<file path="src/rtl/multi_bowl_feeder.sv">
// Multi-bowl pet feeder: keypad-programmed auto-feed intervals and manual pour/stop per bowl.
// Optional feature macro PF_EXCLUSIVE_POUR_EN serialises pours so at most one bowl is open.
module multi_bowl_feeder #(
  parameter int N_BOWLS    = 4,
  parameter int TICK_DIV   = 50000000,
  parameter int INTERVAL_W = 16,
  parameter int POUR_S     = 5,
  parameter int SEL_W      = (N_BOWLS > 1) ? $clog2(N_BOWLS) : 1
) (
  input  logic               clock,
  input  logic               reset,
  input  logic [2:0]         keyboard_option,
  input  logic               option_enable,
  input  logic [3:0]         keyboard_digit,
  input  logic               digit_enable,
  input  logic [SEL_W-1:0]   bowl_sel,
  output logic [N_BOWLS-1:0] food_switch,
  output logic               busy,
  output logic               err
);

  localparam int PRE_W = (TICK_DIV > 1) ? $clog2(TICK_DIV) : 1;
  localparam int PC_W  = $clog2(POUR_S + 1);
  localparam logic [PRE_W-1:0]      PRE_LAST  = PRE_W'(TICK_DIV - 1);
  localparam logic [PC_W-1:0]       POUR_LOAD = PC_W'(POUR_S);
  localparam logic [INTERVAL_W-1:0] ENTRY_MAX = {INTERVAL_W{1'b1}};
  localparam logic [SEL_W:0]        NB_L      = (SEL_W + 1)'(N_BOWLS);

  localparam logic [2:0] OPT_IDLE     = 3'd0;
  localparam logic [2:0] OPT_POUR     = 3'd1;
  localparam logic [2:0] OPT_STOP     = 3'd2;
  localparam logic [2:0] OPT_INTERVAL = 3'd3;
  localparam logic [2:0] OPT_RESET    = 3'd4;

  // Decimal shift-in of one digit, clamped to the register range.
  function automatic logic [INTERVAL_W-1:0] entry_push(input logic [INTERVAL_W-1:0] base,
                                                       input logic [3:0] d);
    logic [INTERVAL_W+3:0] wide;
    wide = {4'b0000, base} * (INTERVAL_W + 4)'(10) + {{INTERVAL_W{1'b0}}, d};
    if (wide > {4'b0000, ENTRY_MAX}) begin
      return ENTRY_MAX;
    end else begin
      return wide[INTERVAL_W-1:0];
    end
  endfunction

  logic [PRE_W-1:0]      prescaler_r;
  logic                  tick_s;
  logic [INTERVAL_W-1:0] entry_r, entry_n;
  logic [PC_W-1:0]       pc_r [N_BOWLS];
  logic [PC_W-1:0]       pc_n [N_BOWLS];
  logic [INTERVAL_W-1:0] iv_r [N_BOWLS];
  logic [INTERVAL_W-1:0] iv_n [N_BOWLS];
  logic [INTERVAL_W-1:0] cd_r [N_BOWLS];
  logic [INTERVAL_W-1:0] cd_n [N_BOWLS];
  logic [N_BOWLS-1:0]    pour_mask_s, sel_onehot_s, fs_n;
  logic                  sel_ok_s, opt_known_s, cmd_s, cmd_eff_s, reject_s, digit_ok_s, err_n;
`ifdef PF_EXCLUSIVE_POUR_EN
  logic [N_BOWLS-1:0]    pend_r, pend_n, req_s, cand_s;
  logic                  granted_s;
`endif

  assign tick_s = (prescaler_r == PRE_LAST);

  // Command and digit validation; a bad bowl or unknown code only raises err.
  always_comb begin
    sel_ok_s     = ({1'b0, bowl_sel} < NB_L);
    opt_known_s  = (keyboard_option <= OPT_RESET);
    sel_onehot_s = sel_ok_s ? (N_BOWLS'(1) << bowl_sel) : '0;
    for (int b = 0; b < N_BOWLS; b++) begin
      pour_mask_s[b] = (pc_r[b] != '0);
    end
    cmd_s = option_enable && sel_ok_s && opt_known_s && (keyboard_option != OPT_IDLE);
`ifdef PF_EXCLUSIVE_POUR_EN
    reject_s = cmd_s && (keyboard_option == OPT_POUR) && ((pour_mask_s & ~sel_onehot_s) != '0);
`else
    reject_s = 1'b0;
`endif
    cmd_eff_s  = cmd_s && !reject_s;
    digit_ok_s = digit_enable && (keyboard_digit <= 4'd9);
    err_n = (digit_enable && !digit_ok_s) || (option_enable && !(sel_ok_s && opt_known_s)) || reject_s;
  end

  // Entry register: an INTERVAL in the same cycle consumes the old value first.
  always_comb begin
    if (digit_ok_s) begin
      if (cmd_eff_s && (keyboard_option == OPT_INTERVAL)) begin
        entry_n = entry_push('0, keyboard_digit);
      end else begin
        entry_n = entry_push(entry_r, keyboard_digit);
      end
    end else if (cmd_eff_s && (keyboard_option == OPT_INTERVAL)) begin
      entry_n = '0;
    end else begin
      entry_n = entry_r;
    end
  end

  // Per-bowl next state: a command on a bowl takes priority over that bowl's tick update.
  always_comb begin
`ifdef PF_EXCLUSIVE_POUR_EN
    req_s     = '0;
    pend_n    = pend_r;
    cand_s    = '0;
    granted_s = 1'b0;
`endif
    for (int b = 0; b < N_BOWLS; b++) begin
      pc_n[b] = pc_r[b];
      iv_n[b] = iv_r[b];
      cd_n[b] = cd_r[b];
      if (cmd_eff_s && (bowl_sel == SEL_W'(b))) begin
        case (keyboard_option)
          OPT_POUR: begin
            pc_n[b] = POUR_LOAD;
`ifdef PF_EXCLUSIVE_POUR_EN
            pend_n[b] = 1'b0;
`endif
          end
          OPT_STOP: begin
            pc_n[b] = '0;
`ifdef PF_EXCLUSIVE_POUR_EN
            pend_n[b] = 1'b0;
`endif
          end
          OPT_INTERVAL: begin
            iv_n[b] = entry_r;
            cd_n[b] = entry_r;
          end
          OPT_RESET: begin
            pc_n[b] = '0;
            iv_n[b] = '0;
            cd_n[b] = '0;
`ifdef PF_EXCLUSIVE_POUR_EN
            pend_n[b] = 1'b0;
`endif
          end
          default: pc_n[b] = pc_r[b];
        endcase
      end else if (tick_s) begin
        if (pc_r[b] != '0) begin
          pc_n[b] = pc_r[b] - PC_W'(1);
        end else begin
          pc_n[b] = pc_r[b];
        end
        if (cd_r[b] == INTERVAL_W'(1)) begin
          cd_n[b] = iv_r[b];
          // An expiry during an ongoing pour is dropped, not queued.
          if (pc_r[b] == '0) begin
`ifdef PF_EXCLUSIVE_POUR_EN
            req_s[b] = 1'b1;
`else
            pc_n[b] = POUR_LOAD;
`endif
          end else begin
            cd_n[b] = iv_r[b];
          end
        end else if (cd_r[b] != '0) begin
          cd_n[b] = cd_r[b] - INTERVAL_W'(1);
        end else begin
          cd_n[b] = cd_r[b];
        end
      end else begin
        pc_n[b] = pc_r[b];
      end
    end
`ifdef PF_EXCLUSIVE_POUR_EN
    // Grant the lowest waiting bowl only once every bowl is closed and no manual pour starts.
    cand_s = pend_n | req_s;
    if ((pour_mask_s == '0) && !(cmd_eff_s && (keyboard_option == OPT_POUR))) begin
      for (int b = 0; b < N_BOWLS; b++) begin
        if (cand_s[b] && !granted_s) begin
          pc_n[b]   = POUR_LOAD;
          cand_s[b] = 1'b0;
          granted_s = 1'b1;
        end else begin
          cand_s[b] = cand_s[b];
        end
      end
    end else begin
      granted_s = 1'b0;
    end
    pend_n = cand_s;
`endif
    for (int b = 0; b < N_BOWLS; b++) begin
      fs_n[b] = (pc_n[b] != '0);
    end
  end

  // State and registered outputs, all cleared by the synchronous reset.
  always_ff @(posedge clock) begin
    if (reset) begin
      prescaler_r <= '0;
      entry_r     <= '0;
      food_switch <= '0;
      busy        <= 1'b0;
      err         <= 1'b0;
      for (int b = 0; b < N_BOWLS; b++) begin
        pc_r[b] <= '0;
        iv_r[b] <= '0;
        cd_r[b] <= '0;
      end
`ifdef PF_EXCLUSIVE_POUR_EN
      pend_r <= '0;
`endif
    end else begin
      prescaler_r <= tick_s ? '0 : prescaler_r + PRE_W'(1);
      entry_r     <= entry_n;
      food_switch <= fs_n;
      busy        <= |fs_n;
      err         <= err_n;
      for (int b = 0; b < N_BOWLS; b++) begin
        pc_r[b] <= pc_n[b];
        iv_r[b] <= iv_n[b];
        cd_r[b] <= cd_n[b];
      end
`ifdef PF_EXCLUSIVE_POUR_EN
      pend_r <= pend_n;
`endif
    end
  end

endmodule

</file>
<file path="config.mk">
export PLATFORM = sky130hd
export DESIGN_NAME = multi_bowl_feeder
export DESIGN_NICKNAME = d
export VERILOG_FILES = /design/src/rtl/multi_bowl_feeder.sv
export SDC_FILE = /design/constraint.sdc
export NUM_CORES = 1
export LEC_CHECK = 0
export CAP_MARGIN = 20
export CELL_PAD_IN_SITES_DETAIL_PLACEMENT = 1
export CELL_PAD_IN_SITES_GLOBAL_PLACEMENT = 1
export CORE_AREA = 2 2 140 176
export CTS_CLUSTER_DIAMETER = 60
export DETAILED_ROUTE_END_ITERATION = 12
export DIE_AREA = 0 0 142 178
export PLACE_DENSITY_LB_ADDON = 0.1
export SYNTH_ARGS = -nofsm -noshare
export SYNTH_HDL_FRONTEND = slang
export SYNTH_SLANG_ARGS = --single-unit
</file>
<file path="constraint.sdc">
create_clock -name clock -period 9.6 [get_ports clock]
set_clock_uncertainty 0.2 [all_clocks]
set_input_delay 2.88 -clock clock [delete_from_list [all_inputs] [get_ports clock]]
set_output_delay 2.88 -clock clock [all_outputs]
set_load 0.1 [all_outputs]
</file>
; ---- Word level (Yosys, flattened, before mapping)
; Memory sizes are Yosys's and may differ from the RTL's.
; Cells that the tools add are included.
[totals]
mem_count = 3
ff_bits = 48
output_inout_bits = 6
word_cells = 154
ramBits = 140
input_bits = 13
[mem_list]
columns = memory, words, width, read_ports, rd_clocked_by_memory_dff, write_ports, line_no
row1 = cd_r, 4, 16, 4, 0, 4, 54  ; logic [INTERVAL_W-1:0] cd_r [N_BOWLS];
row2 = iv_r, 4, 16, 4, 0, 4, 52  ; logic [INTERVAL_W-1:0] iv_r [N_BOWLS];
row3 = pc_r, 4, 3, 4, 0, 4, 50  ; logic [PC_W-1:0] pc_r [N_BOWLS];
[classes]
n_mux = 72
n_reduce_logical = 35
mul = 1
n_bitwise = 12
n_lt_le_gt_ge = 4
n_addsub = 10
eq_ne = 12
[op_table]
columns = cell, n
row1 = 16-bit two-way mux, 33
row2 = 16-bit case mux with 2 select lines, 8
row3 = 3-bit two-way mux, 24
row4 = 16-bit by 1-bit equality test with 1-bit output (second input constant), 4
row5 = 16-bit nonzero test, 4
row6 = 16-bit by 1-bit subtractor with 16-bit output (second input constant), 4
row7 = 3-bit nonzero test, 9
row8 = 26-bit by 1-bit adder with 26-bit output (second input constant), 1
row9 = 26-bit equality test (second input constant), 1
row10 = 3-bit case mux with 2 select lines, 4
row11 = 20-bit by 4-bit adder with 20-bit output, 1
row12 = 20-bit by 16-bit greater-than comparator with 1-bit output (second input constant), 1
row13 = 16-bit by 3-bit multiplier with 19-bit output (second input constant), 1
row14 = 4-bit by 16-bit greater-than comparator with 1-bit output (second input constant), 1
row15 = 3-bit zero test, 4
row16 = 1-bit OR, 12
row17 = 3-bit by 1-bit subtractor with 3-bit output (second input constant), 4
row18 = 1-bit logical AND, 10
row19 = 3-bit by 2-bit equality test with 1-bit output (second input constant), 2
row20 = 2-bit equality test (second input constant), 2
row21 = 4-bit <= comparator (second input constant), 1
row22 = 2-bit OR reduction, 2
row23 = 4-bit OR reduction, 1
row24 = 3-bit by 1-bit equality test with 1-bit output (second input constant), 1
row25 = 8 further kinds, 11

; ---- Longest topological paths before layout
; An unclocked memory read counts as a cell.
[logic_depth]
depth_word = 9
mapped_depth = 13
depth_no_buf = 12

; ---- Least setup slack after synthesis
; No wires, ideal clock.
[synth_path]
path_kind = in2reg
start = input port keyboard_digit[2]
end = register entry_r[10]
required_time_ns = 9.266
path_stages = 10
arrival_ns = 5.190
path_buffers = 1
setup_time_ns = 0.134
setup_slack_ns = 4.076
path_cell_list = ha_1 -> a21o_1 -> a21oi_1 -> nor4bb_1 -> nand4_1 -> or4_1 -> a31oi_1 -> mux2i_1 -> buf_2 -> a31oi_1
[synth_via]
elab_chain_cells = 5
elab_cells_between_ends = 10
classes_between = 1 x add/sub / 3 x order compare / 4 x mux / 2 x reduce/logical
[synth_lines]
columns = element, line_no
row1 = from (decl), 14  ; input logic [3:0] keyboard_digit,
row2 = 20-bit by 4-bit adder with 20-bit output, 39  ; wide = {4'b0000, base} * (INTERVAL_W + 4)'(10) + {{INTERVAL_W{1'b0}}, d};
row3 = 20-bit by 16-bit greater-than comparator with 1-bit output, 40  ; if (wide > {4'b0000, ENTRY_MAX}) begin
row4 = 16-bit two-way mux, 40
row5 = 16-bit two-way mux, 87  ; if (cmd_eff_s && (keyboard_option == OPT_INTERVAL)) begin
row6 = 16-bit two-way mux, 86  ; if (digit_ok_s) begin
row7 = to (signal assigned), 207  ; entry_r <= entry_n;
row8 = to (decl), 49  ; logic [INTERVAL_W-1:0] entry_r, entry_n;
; Several ways; a longest one is shown, not always the timed one.
; A chain may end at the register's enable or synchronous reset.

; ---- Worst setup path in the final report
[layout_path]
start = input port keyboard_option[2]
end = register busy
[layout_via]
elab_chain_cells = 7
elab_cells_between_ends = 25
classes_between = 1 x order compare / 3 x eq/ne / 8 x mux / 13 x reduce/logical
[layout_lines]
columns = element, line_no
row1 = from (decl), 12  ; input logic [2:0] keyboard_option,
row2 = 3-bit <= comparator, 68  ; opt_known_s = (keyboard_option <= OPT_RESET);
row3 = 1-bit logical AND (2 in series), 73  ; cmd_s = option_enable && sel_ok_s && opt_known_s && (keyboard_option != OPT_IDLE);
row4 = 1-bit logical AND, 111  ; if (cmd_eff_s && (bowl_sel == SEL_W'(b))) begin
row5 = 3-bit two-way mux, 111
row6 = 3-bit nonzero test, 185  ; fs_n[b] = (pc_n[b] != '0);
row7 = 4-bit OR reduction *, 209  ; busy <= |fs_n;
row8 = to (signal assigned), 209
row9 = to (decl), 18  ; output logic busy,
; Mark *: on every way between the ends. The rest lies on a longest branch, timed or not.

==> results.yml <==
placement:
  dp_hpwl_um: 24200
  dpl.cell_count: 1682
  portBuffers: 18
  gp_congestion: 0.816
logic_synthesis:
  yosysSeqAreaShare_pct: 34.4
  synth_edf_count: 0
  syn_avg_cell_area_um2: 7.59
  synthCells: 1439
  ys.warnings.count: 0
  synthDistinctLibCells: 66
  netlist_area_um2: 10900
  async_reset_ff_share_pct: 0
  syn-num-nets: 1506
  ys_seq_elements: 188
  synth-main-ff-cell: "dfxtp_1"
cts:
  clockBufferDepth: 2
  cts_setup_buffers: 0
  clock_sinks: 188
  clk_pin_slew_ns: 0.07
  clock_latency_ns: 0.44
  clock-root-buffer: "clkbuf_16"
  htreeDepth: 4
  cts_tree: "yes"
  ctsResizeCount: 0
  cts_made_buffers: 17
  holdBufCountCts: 0
layout:
  ff_latch_area_um2: 3760
  area_growth_pct: 9.42
  diodes: 0
  final_cell_mix: "nor2_1, dfxtp_1, nand2_1, a21oi_1"
  fin_util_pct: 50.7
  final_common_cell: "nor2_1"
  nets: 1478
  fin_cells: 1716
  multi_input_area_um2: 6750
  nFillCells: 2914
  drive_gt1_share_pct: 5.41
run_status:
  status: "complete, no violations"
setup_path:
  crit_arrival_ns: 6.31
  cp_slowest_stage_delay_ns: 0.63
  timing.rr.start: "entry_r[2]"
  crit_fanout: 21
  r2r_cells: 13
  cp-start-kind: "primary input"
  cp.required_ns: 9.72
  crit_chain: "clkdlybuf4s50_1, nor3b_1, o211ai_1, nor2_2, buf_4, nand2_1, o311ai_1, a21oi_1, or3_1, or4_1"
  cp_slowest_cell: "clkdlybuf4s50_1"
  reg2reg_setup_slack_ns: 5.14
  worstSetupEndpointType: "flop"
  critPathKind: "primary input to flop"
  r2r-end: "entry_r[3]"
hold_path:
  hold_path_depth: 1
  holdCritStartpoint: "prescaler_r[0]"
  hold_path_end: "prescaler_r[0]"
  hp-class: "flop to flop"
job:
  cap_violations: 0
power:
  powerDensity_nw_per_um2: 157
  peakVddDrop_mv: 0.0883
  p_total_mw: 1.88
  total_leakage_power_nw: 4.60
drt:
  wl_per_cell_um: 20.3
  drcViolationCount: 0
  drt-total-wl_um: 34900
  ant_nets: 0
  via_count: 10400
  first_pass_iters: 5
  via_per_inst: 6.09
  drt_iter0_drc: 619
timing:
  max_freq_ghz: 0.161
  slew_violations: 0
  setup_tns_ns: 0
  worst_slew_margin_rel_pct: 29.1
  post-route-period-util_pct: 64.5
  tightest_slew_ns: 1.06
  hold_violations: 0
  setup_viol: 0
  min_period_ns: 6.19
  grt_setup_unrepaired: "false"
floorplan:
  die_area_um2: 25300
  die_w_um: 142
  io-pin-count: 19
  rows: 63
  core_area_um2: 23600
  die_h_um: 178
  start_util_pct: 46.4
global_route:
  antenna_found_initial: 0
  gr-usage-all-layers_pct: 28.6
  grt_remaining_overflow: 0
  grt_max_degree: 63
  grt_pass1_vias: 10500
  grt_pass1_wl_um: 56700
[how the worst max path moves through the flow]
stage                  startpoint     endpoint  slack [ns]  depth (start not counted)
6_report       keyboard_option[2]         busy        3.41                         10
5_1_grt        keyboard_option[2]         busy        3.18                         10
4_1_cts        keyboard_option[2]         busy        3.44                         10
3_5_place_dp   keyboard_option[2]         busy        2.98                         10
3_3_place_gp   keyboard_option[2]         busy        3.12                         10
2_1_floorplan   keyboard_digit[2]  entry_r[10]        4.08                         10
[routing by layer]
layer | vias up | routed length (um) | track usage, %
li1 | 5089 | - | -
met1 | 5150 | 15300 | 35.2
met2 | 159 | 17600 | 51.0
met3 | 46 | 964 | 3.52
met4 | 0 | 1000 | 10.4
met5 | - | 0 | 0
[metrics by stage]
stage	hold WS [ns]	area, um2	setup WS (ns)
after global routing	0.308	12000	3.18
final	0.271	12000	3.41
after global placement	0.253	11300	3.12
after detailed placement	0.265	11300	2.98
after CTS	0.281	11900	3.44
after floorplan	0.230	10900	4.08
[registers in the layout (all words and copies together) (netlist names)]
register / count
iv_r: 64
prescaler_r: 26
pc_r: 12
err: 1
entry_r: 16
cd_r: 64
busy: 1
food_switch: 4
[cell type report]
cell class,instances,share of cell area (%)
timing repair buffer,40,3.10
sequential,188,31.5
clock buffer,18,3.67
multi-input combinational,1131,56.5
inverter,33,1.04
clock inverter,14,1.20
tap,292,3.06
[cells in the mapped netlist, types with 8 or more instances]
| library cell | count | area, um2 |
|---|---|---|
| nor4_1 | 17 | 106 |
| nand3_1 | 42 | 210 |
| nor2b_1 | 11 | 68.8 |
| nand2b_1 | 11 | 68.8 |
| xor2_1 | 38 | 333 |
| xnor2_1 | 52 | 455 |
| o21ai_0 | 53 | 265 |
| nor2_1 | 309 | 1160 |
| a211oi_1 | 50 | 375 |
| clkbuf_1 | 83 | 312 |
| a311oi_1 | 31 | 272 |
| dfxtp_1 | 188 | 3760 |
| inv_1 | 33 | 124 |
| nor3_1 | 35 | 175 |
| nand2_1 | 109 | 409 |
| and3_1 | 15 | 93.8 |
| o22ai_1 | 13 | 81.3 |
| a21oi_1 | 105 | 526 |
| or3_1 | 8 | 50.1 |
| ha_1 | 52 | 651 |
| a31oi_1 | 37 | 231 |
| o211ai_1 | 36 | 270 |
[power breakdown]
part	leakage (nW)	switching (mW)	total, mW	internal [mW]
combinational	2.80	0.212	0.338	0.126
sequential	1.52	0.0326	0.827	0.794
clock	0.275	0.326	0.716	0.390
total	4.60	0.571	1.88	1.31
[critical path: cells and delay by family]
family | cells | cell delay, ns
buf+inv | 2 | 0.98
simple gates | 5 | 1.86
compound gates | 3 | 0.59
[kinds of logic (layout without fill, tap and decap cells)]
kind of cell    after synthesis  after routing  share of synthesized area, %
xor+xnor                     90             90                          7.21
fa+ha+maj                    54             54                          6.32
buf+inv                     120            105                          4.23
mux                           5              5                         0.481
flops                       188            188                          34.4
compound gates              379            379                          22.6
simple gates                603            603                          24.7
(Power assumes the default switching activity.)
